$ cat src/rtl/spi_burst_ctrl.sv
`default_nettype none
// ---------------------------------------------------------------------------
// spi_burst_ctrl : feeds spi_master a multi-byte continuous-mode burst from a
//                  TX FIFO and collects the returned bytes into an RX FIFO.
// Revision: 1.0
// ---------------------------------------------------------------------------
module spi_burst_ctrl #(
  parameter int D_WIDTH = 8,
  parameter int DEPTH   = 16,
  parameter int LEN_W   = 5
) (
  input  logic               clk,
  input  logic               rst,
  input  logic               start,
  input  logic [31:0]        slave_sel,
  input  logic [LEN_W-1:0]   len,
  input  logic               tx_wr,
  input  logic [D_WIDTH-1:0] tx_wdata,
  output logic               tx_full,
  output logic [LEN_W:0]     tx_level,
  input  logic               rx_rd,
  output logic [D_WIDTH-1:0] rx_rdata,
  output logic               rx_empty,
  output logic [LEN_W:0]     rx_level,
  output logic               busy,
  output logic               done,
  output logic               err,
  output logic               spi_enable,
  output logic               spi_cont,
  output logic [31:0]        spi_addr,
  output logic [D_WIDTH-1:0] spi_tx_data,
  input  logic               spi_busy,
  input  logic [D_WIDTH-1:0] spi_rx_data
);

  localparam int c_AW  = $clog2(DEPTH);
  localparam int c_LW1 = LEN_W + 1;
  localparam logic [LEN_W:0] c_DEPTH_L = c_LW1'(DEPTH);

  localparam logic [1:0] S_IDLE   = 2'd0;
  localparam logic [1:0] S_LAUNCH = 2'd1;
  localparam logic [1:0] S_XFER   = 2'd2;
  localparam logic [1:0] S_DONE   = 2'd3;

  logic [1:0]         r_state;
  logic               r_busy_q;
  logic [LEN_W-1:0]   r_len, r_sent, r_rcvd;
  logic [31:0]        r_addr;
  logic [D_WIDTH-1:0] r_tx_data;
  logic               r_cont, r_en, r_done, r_err;

  logic [D_WIDTH-1:0] r_tx_mem [DEPTH];
  logic [c_AW-1:0]    r_tx_wptr, r_tx_rptr;
  logic [LEN_W:0]     r_tx_level;
  logic [D_WIDTH-1:0] r_rx_mem [DEPTH];
  logic [c_AW-1:0]    r_rx_wptr, r_rx_rptr;
  logic [LEN_W:0]     r_rx_level;
  logic [D_WIDTH-1:0] r_rx_rdata;

  logic               w_rise, w_fall, w_bad;
  logic               w_tx_full, w_tx_empty, w_rx_full, w_rx_empty;
  logic               w_tx_pop_req, w_tx_pop, w_tx_push;
  logic               w_rx_pop, w_rx_push;
  logic [LEN_W:0]     w_len_x;
  logic [D_WIDTH-1:0] w_tx_head;

  assign w_rise     = spi_busy & ~r_busy_q;
  assign w_fall     = ~spi_busy & r_busy_q;
  assign w_tx_full  = (r_tx_level == c_DEPTH_L);
  assign w_tx_empty = (r_tx_level == '0);
  assign w_rx_full  = (r_rx_level == c_DEPTH_L);
  assign w_rx_empty = (r_rx_level == '0);
  assign w_tx_head  = r_tx_mem[r_tx_rptr];

  assign w_len_x = {1'b0, len};
  assign w_bad   = (len == '0) | (w_len_x > c_DEPTH_L) | (r_tx_level < w_len_x) |
                   ((c_DEPTH_L - r_rx_level) < w_len_x);

  assign w_tx_pop_req = ((r_state == S_LAUNCH) & ~spi_busy) |
                        ((r_state == S_XFER) & w_rise & (r_sent < r_len));
  assign w_tx_pop     = w_tx_pop_req & ~w_tx_empty;
  // A full FIFO still accepts a write when the same cycle frees a slot.
  assign w_tx_push    = tx_wr & (~w_tx_full | w_tx_pop);
  assign w_rx_pop     = rx_rd & ~w_rx_empty;
  assign w_rx_push    = (r_state == S_XFER) & w_fall & (~w_rx_full | w_rx_pop);

  always_ff @(posedge clk) begin
    if (w_tx_push) r_tx_mem[r_tx_wptr] <= tx_wdata;
    if (w_rx_push) r_rx_mem[r_rx_wptr] <= spi_rx_data;
  end

  always_ff @(posedge clk) begin
    if (rst) begin
      r_tx_wptr  <= '0;
      r_tx_rptr  <= '0;
      r_tx_level <= '0;
      r_rx_wptr  <= '0;
      r_rx_rptr  <= '0;
      r_rx_level <= '0;
      r_rx_rdata <= '0;
    end else begin
      if (w_tx_push) r_tx_wptr <= r_tx_wptr + 1'b1;
      if (w_tx_pop)  r_tx_rptr <= r_tx_rptr + 1'b1;
      case ({w_tx_push, w_tx_pop})
        2'b10:   r_tx_level <= r_tx_level + c_LW1'(1);
        2'b01:   r_tx_level <= r_tx_level - c_LW1'(1);
        default: r_tx_level <= r_tx_level;
      endcase
      if (w_rx_push) r_rx_wptr <= r_rx_wptr + 1'b1;
      if (w_rx_pop) begin
        r_rx_rptr  <= r_rx_rptr + 1'b1;
        r_rx_rdata <= r_rx_mem[r_rx_rptr];
      end
      case ({w_rx_push, w_rx_pop})
        2'b10:   r_rx_level <= r_rx_level + c_LW1'(1);
        2'b01:   r_rx_level <= r_rx_level - c_LW1'(1);
        default: r_rx_level <= r_rx_level;
      endcase
    end
  end

  always_ff @(posedge clk) begin
    if (rst) begin
      r_state   <= S_IDLE;
      r_busy_q  <= 1'b1;
      r_len     <= '0;
      r_sent    <= '0;
      r_rcvd    <= '0;
      r_addr    <= '0;
      r_tx_data <= '0;
      r_cont    <= 1'b0;
      r_en      <= 1'b0;
      r_done    <= 1'b0;
      r_err     <= 1'b0;
    end else begin
      r_busy_q <= spi_busy;
      r_done   <= 1'b0;
      r_err    <= 1'b0;
      case (r_state)
        S_IDLE: begin
          if (start) begin
            if (w_bad) begin
              r_err <= 1'b1;
            end else begin
              r_len   <= len;
              r_addr  <= slave_sel;
              r_sent  <= '0;
              r_rcvd  <= '0;
              r_state <= S_LAUNCH;
            end
          end
        end
        S_LAUNCH: begin
          if (!spi_busy) begin
            r_tx_data <= w_tx_head;
            r_cont    <= (r_len > LEN_W'(1));
            r_en      <= 1'b1;
            r_sent    <= LEN_W'(1);
            r_state   <= S_XFER;
          end
        end
        S_XFER: begin
          // Each rise starts a byte; cont stays high unless this is the final byte.
          if (w_rise) begin
            r_en   <= 1'b0;
            r_cont <= (r_sent < r_len);
            if (r_sent < r_len) begin
              r_tx_data <= w_tx_head;
              r_sent    <= r_sent + LEN_W'(1);
            end
          end
          if (w_fall) begin
            r_rcvd <= r_rcvd + LEN_W'(1);
            if (r_rcvd + LEN_W'(1) == r_len) r_state <= S_DONE;
          end
        end
        S_DONE: begin
          r_done  <= 1'b1;
          r_cont  <= 1'b0;
          r_en    <= 1'b0;
          r_state <= S_IDLE;
        end
        default: r_state <= S_IDLE;
      endcase
    end
  end

  assign tx_full     = w_tx_full;
  assign tx_level    = r_tx_level;
  assign rx_rdata    = r_rx_rdata;
  assign rx_empty    = w_rx_empty;
  assign rx_level    = r_rx_level;
  assign busy        = (r_state != S_IDLE);
  assign done        = r_done;
  assign err         = r_err;
  assign spi_enable  = r_en;
  assign spi_cont    = r_cont;
  assign spi_addr    = r_addr;
  assign spi_tx_data = r_tx_data;

endmodule
`default_nettype wire

$ cat config.mk
export PLATFORM = sky130hd
export DESIGN_NAME = spi_burst_ctrl
export DESIGN_NICKNAME = d
export VERILOG_FILES = /design/src/rtl/spi_burst_ctrl.sv
export SDC_FILE = /design/constraint.sdc
export NUM_CORES = 1
export LEC_CHECK = 0
export ABC_CLOCK_PERIOD_IN_PS = 3200
export CORE_ASPECT_RATIO = 2
export CORE_MARGIN = 2
export CORE_UTILIZATION = 52
export CTS_CLUSTER_DIAMETER = 40
export DETAILED_ROUTE_END_ITERATION = 10
export PLACE_DENSITY_LB_ADDON = 0.05
export RECOVER_POWER = 50
export SYNTH_ARGS = -nofsm -noshare
export SYNTH_HDL_FRONTEND = slang
export SYNTH_SLANG_ARGS = --single-unit
$ cat constraint.sdc
create_clock -name clk -period 3.2 [get_ports clk]
set_input_delay 0.64 -clock clk [delete_from_list [all_inputs] [get_ports clk]]
set_output_delay 0.64 -clock clk [all_outputs]
set_load 0.01 [all_outputs]
==> results.ini, run 1 <==
[run_status]
outcome=finished, violations left
violations=max-capacitance violations, max-slew violations

[place]
gp_congestion=0.855
io_buffers=125
post_dp_cell_area_mm2=0.0171
dpl.hpwl_mm=22.0

[floorplanning]
core_mm2=0.0282
die_h_um=243
rows=87
die_w_um=124
pin_count=126
dieArea_mm2=0.0301
start_util=0.529

[clock_network]
cts_inserted_buffers=35
post_cts_resized=0
clock_path_buffers=3
root_buffer=clkbuf_16
clk_latency_ps=530
cts_setup_buffers=0
cts_hold_buffers=0
htree_levels=2
cts_tree=done
clkSlewWorstSetupHoldPaths_ps=60
clkSinkCount=358

[routing]
wl_per_cell_um=20.1
vias_per_cell=5.56
first_pass_iters=5
vias=8639
wl_met2_mm=18.6
wl_met3_mm=1.09
drt_iter0_markers=464
wirelength_mm=31.2
top_layer_used=met4
wl_met1_mm=10.8
antenna_left=0
drc=0

[timing]
tightest_slew_ps=2010
relSlewSlack=-0.337
max_freq_ghz=0.333
tns_ps=0
setup_violations=0
finalCritPeriodShare=0.937
hold_viol=0
layout_min_cycle_time_ps=3000
rsz0062_at_grt=no
fin_worst_skew_ps=23.6
slew_viol_final=44

[yosys]
synth-edff-count=256
synthTopCellsByCount=256 x edfxtp_1, 104 x nor2_1, 102 x dfxtp_1, 80 x mux4_2, 51 x mux2i_1
async_flop_share=0
yosysWarnings=0
yosys-top-cells-area=edfxtp_1 52%, dfxtp_1 14%, mux4_2 12%, mux2i_1 3.4%, ha_1 3.2%
synth.distinct_cells=59
yosys.area.top_type=edfxtp_1
synth_ff_type=edfxtp_1
synth.avg_cell_area_um2=15.3
syn_inst=974
yosysMostFrequentCell=edfxtp_1
seq_area_frac_synth=0.653
ys_ff_latch=358
syn-cell-area_mm2=0.0149
synth_top_area_share=0.516
synth_nets=1073

[global_route]
grt_overflow_total=0
grt_max_degree=54
grt_pass1_vias=8976
antenna_found_initial=0
grt_use_total=0.217
grt_pass1_wl_mm=49.0

[critical_path]
r2r_start=r_state[1]$_SDFFE_PP0P_
reg2reg_to=tx_level[5]$_SDFFE_PP0P_
crit_type=reg -> out
r2r_setup_slack_ps=210
critPathLaunch=rx_level[0]$_SDFFE_PP0P_
end_kind=output port
cp.required_ps=2560
r2r_cells=15
critical_path.endpoint=rx_empty
crit_fanout=4
critPathArrivalTime_ps=2360
crit_path_start_kind=flop

[power_and_ir_drop]
p_switching_w=0.00267
combPwrFrac=0.151
ir_worst_vdd_mv=0.512
pwr-share-seq=0.477
p_int_w=0.00817
power_w=0.0108
power.density_mw_per_mm2=596
clock_power_share=0.373
p_leak_nw=6.68
sw_frac_of_total=0.246

[finish]
final_util=0.646
fillers=2072
multi_input_area_mm2=0.00488
register_area_mm2=0.00973
layout-drive-gt1-share=0.193
diodes=0
area_delta_synth_final_pct=22.1
final_area_mm2=0.0182
nets=1270

[min_path]
hold_path_depth=2
hold_path_class=reg -> reg

[job]
drv_cap=1

==> routing by layer <==
| metal | vias up | global-route usage |
|---|---|---|
| met1 | 4291 | 0.225 |
| met2 | 180 | 0.431 |
| li1 | 4116 | - |
| met4 | 0 | 0.0672 |
| met5 | - | 0 |
| met3 | 52 | 0.0295 |
==> worst min-delay path by stage <==
stage | start | slack [ps] | end
CTS | rx_rdata[1]$_SDFFE_PP0P_ | 470 | rx_rdata[1]$_SDFFE_PP0P_
global placement | rx_rdata[7]$_SDFFE_PP0P_ | 460 | rx_rdata[7]$_SDFFE_PP0P_
finish | rx_rdata[7]$_SDFFE_PP0P_ | 460 | rx_rdata[7]$_SDFFE_PP0P_
detailed placement | rx_rdata[0]$_SDFFE_PP0P_ | 470 | rx_rdata[0]$_SDFFE_PP0P_
floorplan | r_sent[1]$_SDFFE_PP0P_ | 470 | r_sent[1]$_SDFFE_PP0P_
global route | rx_rdata[1]$_SDFFE_PP0P_ | 490 | rx_rdata[1]$_SDFFE_PP0P_
==> power by group through the flow <==
stage | logic, W | clock network (W) | registers [W]
after detailed placement | 0.00169 | 0 | 0.00527
after CTS | 0.00170 | 0.00416 | 0.00517
after floorplan | 0.000985 | 0 | 0.00529
after global routing | 0.00180 | 0.00432 | 0.00518
after global placement | 0.00166 | 0 | 0.00527
final | 0.00163 | 0.00404 | 0.00517
==> sequential cells by signal, summed over array words and instances (netlist names), 2 cells and up, named ones only <==
name / cells
r_rx_mem: 128
r_tx_mem: 128
spi_addr: 32
rx_rdata: 8
spi_tx_data: 8
rx_level: 6
tx_level: 6
r_len: 5
r_rcvd: 5
r_sent: 5
r_rx_rptr: 4
r_rx_wptr: 4
r_tx_rptr: 4
r_tx_wptr: 4
r_state: 2
==> kinds of logic (layout without fill, tap and decap cells) <==
group,after synthesis,in the layout,share of synthesized area
AO/OA/AOI/OAI,106,106,0.0479
flip-flops,358,358,0.653
multiplexers,132,132,0.156
AND/OR/NAND/NOR,229,229,0.0703
buffers and inverters,81,305,0.0222
adder cells (fa/ha/maj),40,40,0.0346
XOR/XNOR,28,28,0.0165
==> layout make-up <==
| type | count | area share |
|---|---|---|
| Multi-Input combinational cell | 535 | 0.268 |
| Tap cell | 356 | 0.0245 |
| Clock buffer | 49 | 0.0544 |
| Inverter | 33 | 0.00681 |
| Timing Repair Buffer | 208 | 0.103 |
| Sequential cell | 358 | 0.535 |
| Clock inverter | 15 | 0.00866 |
==> critical path: stages (launching register included) <==
cell and delay (ps):
dfxtp_1 310, inv_1 100, ha_1 210, or4b_1 550, nor2_1 130, clkdlybuf4s50_1 550
==> placed cells by master (no fill, tap or decap), types with 4 or more instances in the layout <==
master	instances
a211oi_1	4
a21o_1	6
a21oi_1	31
a31oi_1	6
buf_4	74
clkbuf_1	16
clkbuf_16	36
clkbuf_8	4
clkdlybuf4s50_1	53
dfxtp_1	100
dlygate4sd3_1	71
edfxtp_1	256
ha_1	38
inv_1	31
mux2i_1	51
mux4_2	80
nand2_1	50
nand2b_1	9
nand3_1	15
nand4_1	10
nor2_1	104
nor2b_1	8
nor3_1	14
o211ai_1	8
o21a_1	5
o21ai_0	16
or4b_1	5
xnor2_1	18
xor2_1	10
==> per-stage QoR <==
step                hold slack [ps]  setup slack [ps]  instances
finish                          464               201       1554
global route                    488             0.566       1554
CTS                             474              46.0       1554
detailed placement              465              -388       1490
global placement                461              -324       1490
floorplan                       472              26.8        974
No activity file was read; power rests on OpenSTA's default activity.
==> inputs of run 2 (changes only) <==
--- a/config.mk
+++ b/config.mk
@@ -5,11 +5,10 @@
 export SDC_FILE = /design/constraint.sdc
 export NUM_CORES = 1
 export LEC_CHECK = 0
-export ABC_CLOCK_PERIOD_IN_PS = 3200
+export ABC_CLOCK_PERIOD_IN_PS = 2700
 export CORE_ASPECT_RATIO = 2
 export CORE_MARGIN = 2
-export CORE_UTILIZATION = 52
-export CTS_CLUSTER_DIAMETER = 40
+export CORE_UTILIZATION = 35
 export DETAILED_ROUTE_END_ITERATION = 10
 export PLACE_DENSITY_LB_ADDON = 0.05
 export RECOVER_POWER = 50
==> constraint.sdc (replaced) <==
create_clock -name clk -period 2.7 [get_ports clk]
set_input_delay 0.54 -clock clk [delete_from_list [all_inputs] [get_ports clk]]
set_output_delay 0.54 -clock clk [all_outputs]
set_load 0.01 [all_outputs]
==> run 2 against run 1 <==
The run ends with negative setup slack left. Routed wire length is 9.9% higher. First-iteration DRC count rose by 13%. Worst setup slack worse by 310 ps. Utilization down 19 points. Final cell count is 16% higher. Critical path type is now reg -> reg. Critical endpoint is now tx_level[5]$_SDFFE_PP0P_.
==> results.ini, run 2 (same netlist as run 1, synthesis figures left out) <==
[run_status]
outcome=finished, violations left
violations=negative setup slack

[power_and_ir_drop]
power.density_mw_per_mm2=692  ; +16%
ir_worst_vdd_mv=0.442  ; -14%
p_leak_nw=7.09  ; +6.1%
power_w=0.0133  ; +23%

[timing]
slew_viol_final=0  ; -100%
tns_ps=-110  ; -110 ps
hold_ws_ps=457  ; -6.82 ps
relSlewSlack=0.579  ; +0.917
rsz0062_at_grt=yes
fin_worst_skew_ps=17.1  ; -6.43 ps
hold_viol=0  ; unchanged
layout_min_cycle_time_ps=2810
finalCritPeriodShare=1.04
postLayoutSetupSlackWorst_ps=-110  ; -311 ps
max_freq_ghz=0.356
tightest_slew_ps=630  ; -1380 ps
setup_violations=1  ; +1

[place]
io_buffers=125  ; unchanged
pre_cts_ws_ps=-791  ; -403 ps
gp_congestion=0.787  ; -7.9%
dpl.hpwl_mm=23.3  ; +5.7%

[clock_network]
clkSinkCount=358  ; unchanged
root_buffer=clkbuf_16
clkSlewWorstSetupHoldPaths_ps=70  ; about the same
cts_inserted_buffers=35  ; unchanged
clk_latency_ps=520  ; about the same
cts_hold_buffers=0  ; unchanged
clock_path_buffers=3  ; unchanged
cts_tree=done
htree_levels=2  ; unchanged

[critical_path]
crit_fanout=4  ; unchanged
crit_path_start_kind=flop
critPathArrivalTime_ps=3210  ; +850 ps
slowest_delay_ps=350  ; -200 ps
cp_cell_sequence=nor4_4 -> nor3b_4 -> buf_4 -> a211oi_2 -> buf_4 -> nand2b_4 -> inv_8 -> ha_4 -> a211oi_4 -> o21bai_1 -> a21oi_2 -> a211oi_1 -> a22oi_1 -> mux2_2
crit_type=reg -> reg
slowest_stage=mux2_2
cpMostUsedCell=buf_4
end_kind=flop
cp.required_ps=3100  ; +540 ps

[finish]
register_area_mm2=0.00975  ; +0.17%
diodes=0  ; unchanged
area_delta_synth_final_pct=29.0
nets=1335  ; +5.1%
layout_common_cells=256 x edfxtp_1, 139 x buf_4, 104 x nor2_1
multi_input_area_mm2=0.00508  ; +4.0%
fillers=3817  ; +84%
layout-drive-gt1-share=0.268  ; +0.0752
final_common_cell=edfxtp_1

[routing]
antenna_left=0  ; unchanged
drt_iter0_markers=524  ; +13%
first_pass_iters=7  ; +2
vias=8927  ; +3.3%
drc=0  ; unchanged
wl_per_cell_um=19.0  ; -5.4%
wirelength_mm=34.3  ; +9.9%
vias_per_cell=4.94  ; -11%

[global_route]
grt_max_degree=57  ; +5.6%
grt_pass1_vias=8958  ; -0.20%
grt_pass1_wl_mm=52.8  ; +7.8%
antenna_found_initial=0  ; unchanged
grt_use_total=0.156  ; -0.0607
grt_overflow_total=0  ; unchanged

[job]
drv_cap=0  ; -1

[min_path]
hold_path_class=reg -> reg

[floorplanning]
rows=107  ; +23%
core_mm2=0.0423  ; +50%
die_w_um=150  ; +21%
die_h_um=296  ; +22%
start_util=0.352  ; -0.176
dieArea_mm2=0.0444  ; +47%
pin_count=126  ; unchanged

==> run 2: cell types whose count changed in the layout (fill, tap and decap cells not counted), sizes merged, moves of 2 or more <==
cell	previous run	this run
dlygate4sd3	71	68
inv	36	32
bufinv	1	3
buf	76	147
clkinv	9	15
clkbuf	57	46
==> run 2: worst paths after layout <==
check / startpoint / endpoint / slack, ps / cells past startpoint
min: rx_rdata[7]$_SDFFE_PP0P_ / rx_rdata[7]$_SDFFE_PP0P_ / 460 / 2
min reg2reg: rx_rdata[7]$_SDFFE_PP0P_ / rx_rdata[7]$_SDFFE_PP0P_ / 460 / 2
max reg2reg: tx_level[3]$_SDFFE_PP0P_ / tx_level[5]$_SDFFE_PP0P_ / -110 / 14
max: tx_level[3]$_SDFFE_PP0P_ / tx_level[5]$_SDFFE_PP0P_ / -110 / 14
==> run 2: timing repair <==
action,CTS,global route
buffers inserted,3,6
resized for setup,12,18
pin swaps,8,15
endpoints found under the setup margin,7,19
==> run 2: layout make-up <==
class / instances / area share
multi-input combinational: 535 / 0.264
timing repair buffer: 273 / 0.127
clock buffer: 44 / 0.0495
tap: 545 / 0.0355
clock inverter: 18 / 0.00937
inverter: 33 / 0.00722
sequential: 358 / 0.507
==> run 2: critical path, delay by kind of cell (launching register included) <==
family	cells	cell delay (ps)
buffers and inverters	3	350
adder cells (fa/ha/maj)	1	220
flip-flops	1	340
AND/OR/NAND/NOR	3	640
multiplexers	1	350
AO/OA/AOI/OAI	6	790
==> run 2: stage by stage <==
stage / std cells / instance area [um^2] / util
2_1_floorplan: 974 / 15100 / -
3_3_place_gp: 1735 / 17900 / 0.424
3_5_place_dp: 1735 / 17900 / 0.424
4_1_cts: 1800 / 19100 / 0.452
5_1_grt: 1806 / 19200 / 0.455
6_report: 1806 / 19200 / 0.455
==> run 2: report_power, final <==
group	total (W)	switching, W	leakage [nW]	internal [W]
registers	0.00611	0.0000803	3.14	0.00603
logic	0.00233	0.00115	3.39	0.00118
clock network	0.00486	0.00205	0.558	0.00281
==> run 2: routing by layer <==
metal  vias up  wire, um  global-route usage
met3        40      1670              0.0228
met1      4422     16000               0.223
met4         0       683              0.0449
met2       210     15900               0.249
met5         -         0                   0
li1       4255         -                   -
